File: src/rtl/merge_frontier_fifo_pkg.sv
// Shared defaults and entry typedefs for the merge frontier FIFO.
package merge_frontier_fifo_pkg;
  localparam int NODE_IDX_WIDTH_DEF  = 10;
  localparam int ACCUM_VAL_WIDTH_DEF = 24;
  localparam int FIFO_DEPTH_DEF      = 32;

  typedef logic [NODE_IDX_WIDTH_DEF-1:0]  node_t;
  typedef logic [ACCUM_VAL_WIDTH_DEF-1:0] val_t;

  typedef struct packed {
    node_t node;
    val_t  val;
  } entry_t;
endpackage

File: src/rtl/merge_frontier_fifo_node_match_cam.sv
// Compares a key against every occupied entry and encodes the matching slot.
module node_match_cam
  import merge_frontier_fifo_pkg::*;
#(
  parameter int DEPTH = FIFO_DEPTH_DEF,
  parameter int NW    = NODE_IDX_WIDTH_DEF,
  localparam int AW   = $clog2(DEPTH)
) (
  input  logic [DEPTH-1:0][NW-1:0] entry_node,
  input  logic [DEPTH-1:0]         occ,
  input  logic [NW-1:0]            key,
  output logic                     hit,
  output logic [AW-1:0]            hit_idx
);
  logic [DEPTH-1:0] match;

  for (genvar i = 0; i < DEPTH; i++) begin : g_cmp
    assign match[i] = occ[i] && (entry_node[i] == key);
  end

  // At most one entry per node is resident, so a plain OR-encode is exact.
  always_comb begin
    hit     = |match;
    hit_idx = '0;
    for (int i = 0; i < DEPTH; i++)
      if (match[i]) hit_idx = AW'(i);
  end
endmodule

File: src/rtl/merge_frontier_fifo.sv
// Frontier FIFO that merges pushes for an already-resident node by saturating add.
module merge_frontier_fifo
  import merge_frontier_fifo_pkg::*;
#(
  parameter int NODE_IDX_WIDTH  = NODE_IDX_WIDTH_DEF,
  parameter int ACCUM_VAL_WIDTH = ACCUM_VAL_WIDTH_DEF,
  parameter int FIFO_DEPTH      = FIFO_DEPTH_DEF
) (
  input  logic                          clk,
  input  logic                          rst,
  input  logic                          flush,
  input  logic                          push_valid,
  output logic                          push_ready,
  input  logic [NODE_IDX_WIDTH-1:0]     push_node,
  input  logic [ACCUM_VAL_WIDTH-1:0]    push_val,
  output logic                          pop_valid,
  input  logic                          pop_ready,
  output logic [NODE_IDX_WIDTH-1:0]     pop_node,
  output logic [ACCUM_VAL_WIDTH-1:0]    pop_val,
  output logic [$clog2(FIFO_DEPTH):0]   count,
  output logic                          full,
  output logic                          empty,
  output logic                          sat_flag
);
  localparam int AW = $clog2(FIFO_DEPTH);
  localparam int VW = ACCUM_VAL_WIDTH;

  logic [AW:0]                                wr_ptr, rd_ptr;
  logic [AW-1:0]                              wr_idx, rd_idx, hit_idx;
  logic [FIFO_DEPTH-1:0]                      occ;
  logic [FIFO_DEPTH-1:0][NODE_IDX_WIDTH-1:0]  node_mem;
  logic [FIFO_DEPTH-1:0][VW-1:0]              val_mem;
  logic                                       hit, head_hit;
  logic                                       pop_fire, push_fire, do_merge, do_write;
  logic [VW:0]                                sum;
  logic [VW-1:0]                              merged;

  node_match_cam #(.DEPTH(FIFO_DEPTH), .NW(NODE_IDX_WIDTH)) u_cam (
    .entry_node (node_mem),
    .occ        (occ),
    .key        (push_node),
    .hit        (hit),
    .hit_idx    (hit_idx)
  );

  assign wr_idx    = wr_ptr[AW-1:0];
  assign rd_idx    = rd_ptr[AW-1:0];
  assign empty     = (wr_ptr == rd_ptr);
  assign full      = (wr_ptr[AW] != rd_ptr[AW]) && (wr_idx == rd_idx);
  assign count     = wr_ptr - rd_ptr;
  assign pop_valid = !empty;
  assign pop_node  = node_mem[rd_idx];
  assign pop_val   = val_mem[rd_idx];

  // A head hit may be popped this cycle, turning it into a miss; while full
  // such a push cannot be taken, so readiness only trusts non-head hits.
  assign head_hit   = hit && (hit_idx == rd_idx);
  assign push_ready = !full || (hit && !head_hit);
  assign pop_fire   = pop_valid && pop_ready;
  assign push_fire  = push_valid && push_ready;
  assign do_merge   = push_fire && hit && !(head_hit && pop_fire);
  assign do_write   = push_fire && !do_merge;

  assign sum    = {1'b0, val_mem[hit_idx]} + {1'b0, push_val};
  assign merged = sum[VW] ? '1 : sum[VW-1:0];

  always_ff @(posedge clk or posedge rst) begin
    if (rst) begin
      wr_ptr   <= '0;
      rd_ptr   <= '0;
      occ      <= '0;
      sat_flag <= 1'b0;
    end else if (flush) begin
      wr_ptr   <= '0;
      rd_ptr   <= '0;
      occ      <= '0;
      sat_flag <= 1'b0;
    end else begin
      if (pop_fire) begin
        rd_ptr      <= rd_ptr + 1'b1;
        occ[rd_idx] <= 1'b0;
      end
      if (do_write) begin
        wr_ptr      <= wr_ptr + 1'b1;
        occ[wr_idx] <= 1'b1;
      end
      if (do_merge && sum[VW]) sat_flag <= 1'b1;
    end
  end

  always_ff @(posedge clk) begin
    if (!rst && !flush) begin
      if (do_write) begin
        node_mem[wr_idx] <= push_node;
        val_mem[wr_idx]  <= push_val;
      end
      if (do_merge) val_mem[hit_idx] <= merged;
    end
  end
endmodule

File: config.mk
export PLATFORM = sky130hd
export DESIGN_NAME = merge_frontier_fifo
export DESIGN_NICKNAME = d
export VERILOG_FILES = /design/src/rtl/merge_frontier_fifo_pkg.sv /design/src/rtl/merge_frontier_fifo_node_match_cam.sv /design/src/rtl/merge_frontier_fifo.sv
export SDC_FILE = /design/constraint.sdc
export NUM_CORES = 2
export LEC_CHECK = 0
export CAP_MARGIN = 0
export CORE_UTILIZATION = 26
export CTS_CLUSTER_DIAMETER = 200
export DETAILED_ROUTE_END_ITERATION = 8
export GPL_TIMING_DRIVEN = 0
export PLACE_DENSITY_LB_ADDON = 0.15
export REMOVE_ABC_BUFFERS = 1
export SLEW_MARGIN = 20
export SYNTH_ARGS = -nofsm -noshare
export SYNTH_HDL_FRONTEND = slang
export SYNTH_SLANG_ARGS = --single-unit
File: constraint.sdc
create_clock -name clk -period 8.4 [get_ports clk]
set_clock_uncertainty 0.2 [all_clocks]
set_input_delay 0.84 -clock clk [delete_from_list [all_inputs] [get_ports clk]]
set_output_delay 0.84 -clock clk [all_outputs]
set_load 0.005 [all_outputs]
# Word-level counts from Yosys, hierarchy flattened
# Cells that the tools add are included.
# W data, S select, Z words.
# word_totals
reg_bits	1133
input_bits	39
out_inout_bits	45
elab_cells	240
# classes
addsub	4
order_cmp	6
eq_ne	36
mux	64
bitwise_logic	3
n_reduce_logical	59
# op_table
op	count
$mux W768	3
$bwmux W768	2
$bwmux W320	1
$eq A10 B10 Y1	32
$bmux W24 S5	2
$demux W24 S5	2
$mux W32	4
$mux W24	5
$mux W5	16
$bmux W10 S5	1
$demux W10 S5	1
$logic_and A1 B1 Y1	46
$and A32 B32 Y32	1
$mux W4	8
$not A32 Y32	1
$or A32 B32 Y32	1
$reduce_or A32 Y1	1
$add A24 B24 Y25	1
$mux W6	4
$mux W10	2
$lt A5 B6 Y1 const B	3
$ge A5 B1 Y1 const B	3
$add A6 B1 Y6 const B	2
$mux W3	4
11 further kinds	26

# Longest topological paths before layout
# logic_depth
depth_word	47
depth_mapped	37
mapped_depth_nobuf	29

# Modules after synthesis
# A second synthesis with hierarchy kept.
# unflattened
cells_unflattened	5354
area_unflattened_um2	72135.4
# modules_own_cells
mod	n_inst	cells_per_inst	area_per_inst_um2	seq_area_each_um2
merge_frontier_fifo	1	4714	67237.0	33797.4
node_match_cam	1	640	4898.4	0.0

# Least setup slack after synthesis
# No wires, ideal clock.
# synth_path
kind	input to register
start	input port flush
end	register val_mem[0] in the netlist's numbering (enable)
setup_ns	1.925
arrival_time_ns	32.992
required_ns	6.275
slack_ns	-26.717
path_stages	3
path_buffers	2
path_cell_list	clkbuf_1 -> buf_1 -> nor2_1
# synth_via
elab_chain_cells	2
# synth_lines
item	line_no	text
from (decl)	merge_frontier_fifo.sv:11	input logic flush,
$logic_not A1 Y1	merge_frontier_fifo.sv:92	if (!rst && !flush) begin
$logic_and A1 B1 Y1	merge_frontier_fifo.sv:92	
to (signal, indexed assignment)	merge_frontier_fifo.sv:95	val_mem[wr_idx] <= push_val;
to (signal, indexed assignment)	merge_frontier_fifo.sv:97	if (do_merge) val_mem[hit_idx] <= merged;
to (decl)	merge_frontier_fifo.sv:32	logic [FIFO_DEPTH-1:0][VW-1:0] val_mem;
# Every way passes these cells.
# A chain may end at the register's enable or synchronous reset.

# Final worst setup path
# layout_path
start	input port push_node[2]
end	register val_mem[143] in the netlist's numbering, data pin
# layout_via
elab_chain_cells	47
word_cells_on_any_way	121
classes_between	add/sub: 1; order compare: 2; eq/ne: 33; mux: 40; reduce/logical: 45
# layout_lines
item	line_no	text
from (decl)	merge_frontier_fifo.sv:14	input logic [NODE_IDX_WIDTH-1:0] push_node,
branches (longest 46 deep; another with $eq A10 B10 Y1)	n/a	
$mux W768 (*)	merge_frontier_fifo.sv:97	
# Every way passes the cells marked *. The select of a mux whose other input is x is not followed.

==> run_results.csv <==
group,metric,value,unit
placed_design,gp_congestion,0.845,
sta,hold_slack,0.144,ns
global_routing,grt_pass1_vias,54600,
die,initial_core_util,0.262,
critical_path,worstPathMaxFanout,24,
global_routing,grt_pass1_wl,461,mm
power,sw_frac_of_total,0.306,
run_status,status,"completed",
die,io_pins,84,
sta,slew_headroom,0.244,
critical_path,worstSetupPathType,"in2reg",
worst_hold_path,hold_path_class,"in2reg",
cts,cts_buffers,157,
critical_path,crit_slowest_cell,"nor3_1",
power,power.leakage,37.1,nW
global_routing,track_usage,0.227,
route,vias,56100,
critical_path,worstPathRequired,8.75,ns
sta,hold_viol_final,0,
power,p_sw,5.27,mW
placed_design,place_inst,9765,
cts,cts_buffer_depth,4,
cts,cts_hold_buf,0,
cts,clock_latency,0.86,ns
critical_path,rr_startpoint,"node_mem[27]$_DFFE_PP_",
global_routing,grt_remaining_overflow,0,
finish,final_cell_area,89200,sq um
die,die_area,287000,sq um
cts,htree_levels,4,
sta,setup_ws,0.192,ns
synthesis,synth_ff_type,"edfxtp_1",
synthesis,synthCells,6229,
critical_path,crit_top_cell,"buf_4",
route,drc,0,
die,num_rows,195,
critical_path,critPathLaunchType,"input port",
synthesis,yosysTopAreaCell,"edfxtp_1",
job,drv_cap,0,
die,die_x,536,um
sta,worst_pin_slew,1.13,ns
cts,clk_pin_slew_worst_paths,0.05,ns
placed_design,post-place-ws,-2.42,ns
synthesis,synth_top_area_share,0.441,
sta,setup_violations,0,
critical_path,crit_path_start,"push_node[2]",
critical_path,crit_arrival,8.55,ns
route,drtAntennaViolNets,0,
power,power.total,17.2,mW
synthesis,synth_common_cells,"mux2i_1 (1514), edfxtp_1 (1088), nand2_1 (884), xnor2_1 (337), mux4_2 (272)",
finish,seq_area,33800,sq um
sta,final.setup.tns,0,ns
synthesis,ys_seq_elements,1133,
critical_path,slowest_delay,0.61,ns
global_routing,grt_start_max_net_pins,55,
power,combinationalPowerShare,0.246,
finish,nFillCells,28000,
worst_hold_path,hp-start,"push_node[6]",
finish,final_cells,10100,
synthesis,netlist-cell-type-count,87,
synthesis,async_flop_share,0.0397,
cts,cts_num_sinks,1133,
synthesis,yosysWarningCount,0,
finish,postLayoutCoreUtil,0.315,
power,power_density,193,nW/um^2
sta,final.min_clock_period,8.21,ns
global_routing,antenna_found_initial,10,
sta,period_share,0.977,
power,p_int,12.0,mW
synthesis,synth.avg_cell_area,11.9,sq um
route,via_per_inst,5.56,
finish,nNetsFinal,6316,
route,routed_wl,336,mm
route,drt_iter0_drc,6087,
power,ir_drop,0.129,mV
cts,clockRootBuffer,"clkbuf_16",
power,seqPwrFrac,0.381,
sta,rsz0062_at_grt,"no",
finish,syn2layout_area_growth,20.5,%
route,dr.pass1.iters,5,
synthesis,synth_area,74000,sq um
die,core,283000,sq um
finish,drive_gt1_frac,0.172,
power,pwr-share-clk,0.373,
die,die_h,536,um
synthesis,synth.yosys.seq_area_share,0.457,
sta,report.final.slew_viol_count,0,
cts,cts_tree,"built",
critical_path,endpoint_kind,"flop",
finish,multi_input_area,38200,sq um
placed_design,port_buffers,83,
synthesis,yosys.cell_count.top_type,"mux2i_1",
placed_design,placement.cell_area,82900,sq um
route,wl_per_cell,33.2,um
synthesis,synth.area.top_cells,"edfxtp_1 (44%), mux2i_1 (20%), mux4_2 (8.3%), nand2_1 (4.5%), xnor2_1 (4.0%)",
placed_design,hpwl,222,mm
sta,max_freq,0.122,GHz
synthesis,synth_edf_count,1088,
cell type report:
class	count	area share
tap	3743	0.0525
multi-input combinational	4482	0.429
inverter	27	0.00119
sequential	1133	0.379
antenna	5	0.000140
clock buffer	207	0.0477
timing repair buffer	437	0.0863
clock inverter	58	0.00442
kinds of logic (layout without fill, tap and decap cells):
kind of cell / count (synthesis) / after routing / share of synthesized area
AOI/OAI and AO/OA: 596 / 596 / 0.0530
muxes: 1790 / 1790 / 0.288
adders and majority gates: 39 / 39 / 0.00680
and+or+nand+nor: 1703 / 1704 / 0.108
buffers and inverters: 615 / 729 / 0.0444
other: 0 / 5 / 0
DFF: 1133 / 1133 / 0.457
xor gates and xnor gates: 353 / 353 / 0.0426
state kept, by name (all words and copies together), names as in the netlist:
name and count:
occ 32, node_mem 320, val_mem 768, rd_ptr 6
wr_ptr 6, sat_flag 1
power by group through the flow:
stage | sequential, mW | combinational (mW) | clock, mW
finish | 6.57 | 4.23 | 6.43
detailed placement | 6.68 | 4.12 | 0
CTS | 6.56 | 4.22 | 6.55
global placement | 7.39 | 3.33 | 0
floorplan | 7.11 | 2.72 | 0
global route | 6.59 | 4.45 | 6.73
placed cells by master, fill, tap and decap left out, types with 121 or more instances in the layout:
| cell type | n |
|---|---|
| a31oi_1 | 158 |
| and3_1 | 163 |
| xnor2_1 | 325 |
| edfxtp_1 | 1088 |
| mux4_2 | 272 |
| mux2i_1 | 1514 |
| a22oi_1 | 126 |
| clkbuf_16 | 165 |
| nand4_1 | 160 |
| nand2_1 | 871 |
| nand3_1 | 121 |
| buf_16 | 124 |
worst max-delay path: cells and delay by family:
kind,cells,cell delay [ns]
mux,1,0.07
fa+ha+maj,1,0.25
compound gates,13,2.89
simple gates,11,2.61
buf+inv,7,1.58
xor+xnor,1,0.22
routing by layer:
layer	vias to the layer above	wire length, um	track usage	share of wire
li1	23800	-	-	-
met1	29500	147000	0.310	0.44
met2	2333	153000	0.359	0.46
met3	583	20700	0.0316	0.062
met4	2	14900	0.0907	0.044
met5	-	12	0	0.000036
path summary, 6_finish.rpt:
kind                            depth (start not counted)                endpoint  slack [ns]
worst max-delay path                                   34  val_mem[143]$_DFFE_PP_        0.19
worst min register to register                          2       occ[26]$_DFF_PP0_        0.36
worst min-delay path                                    1  node_mem[56]$_DFFE_PP_        0.14
worst max register to register                         32  val_mem[143]$_DFFE_PP_        0.19
max in group asynchronous                               3   rd_ptr[0]$_DFFE_PP0P_        6.92
min in group asynchronous                               2       occ[26]$_DFF_PP0_        0.53
what timing repair did:
action,4_1_cts,5_1_grt
cloned,13,5
buffers inserted,28,9
gates resized for setup,65,35
setup endpoints to repair,769,769
pin swaps,17,17
Note: power is estimated with default switching activity, not from simulation.
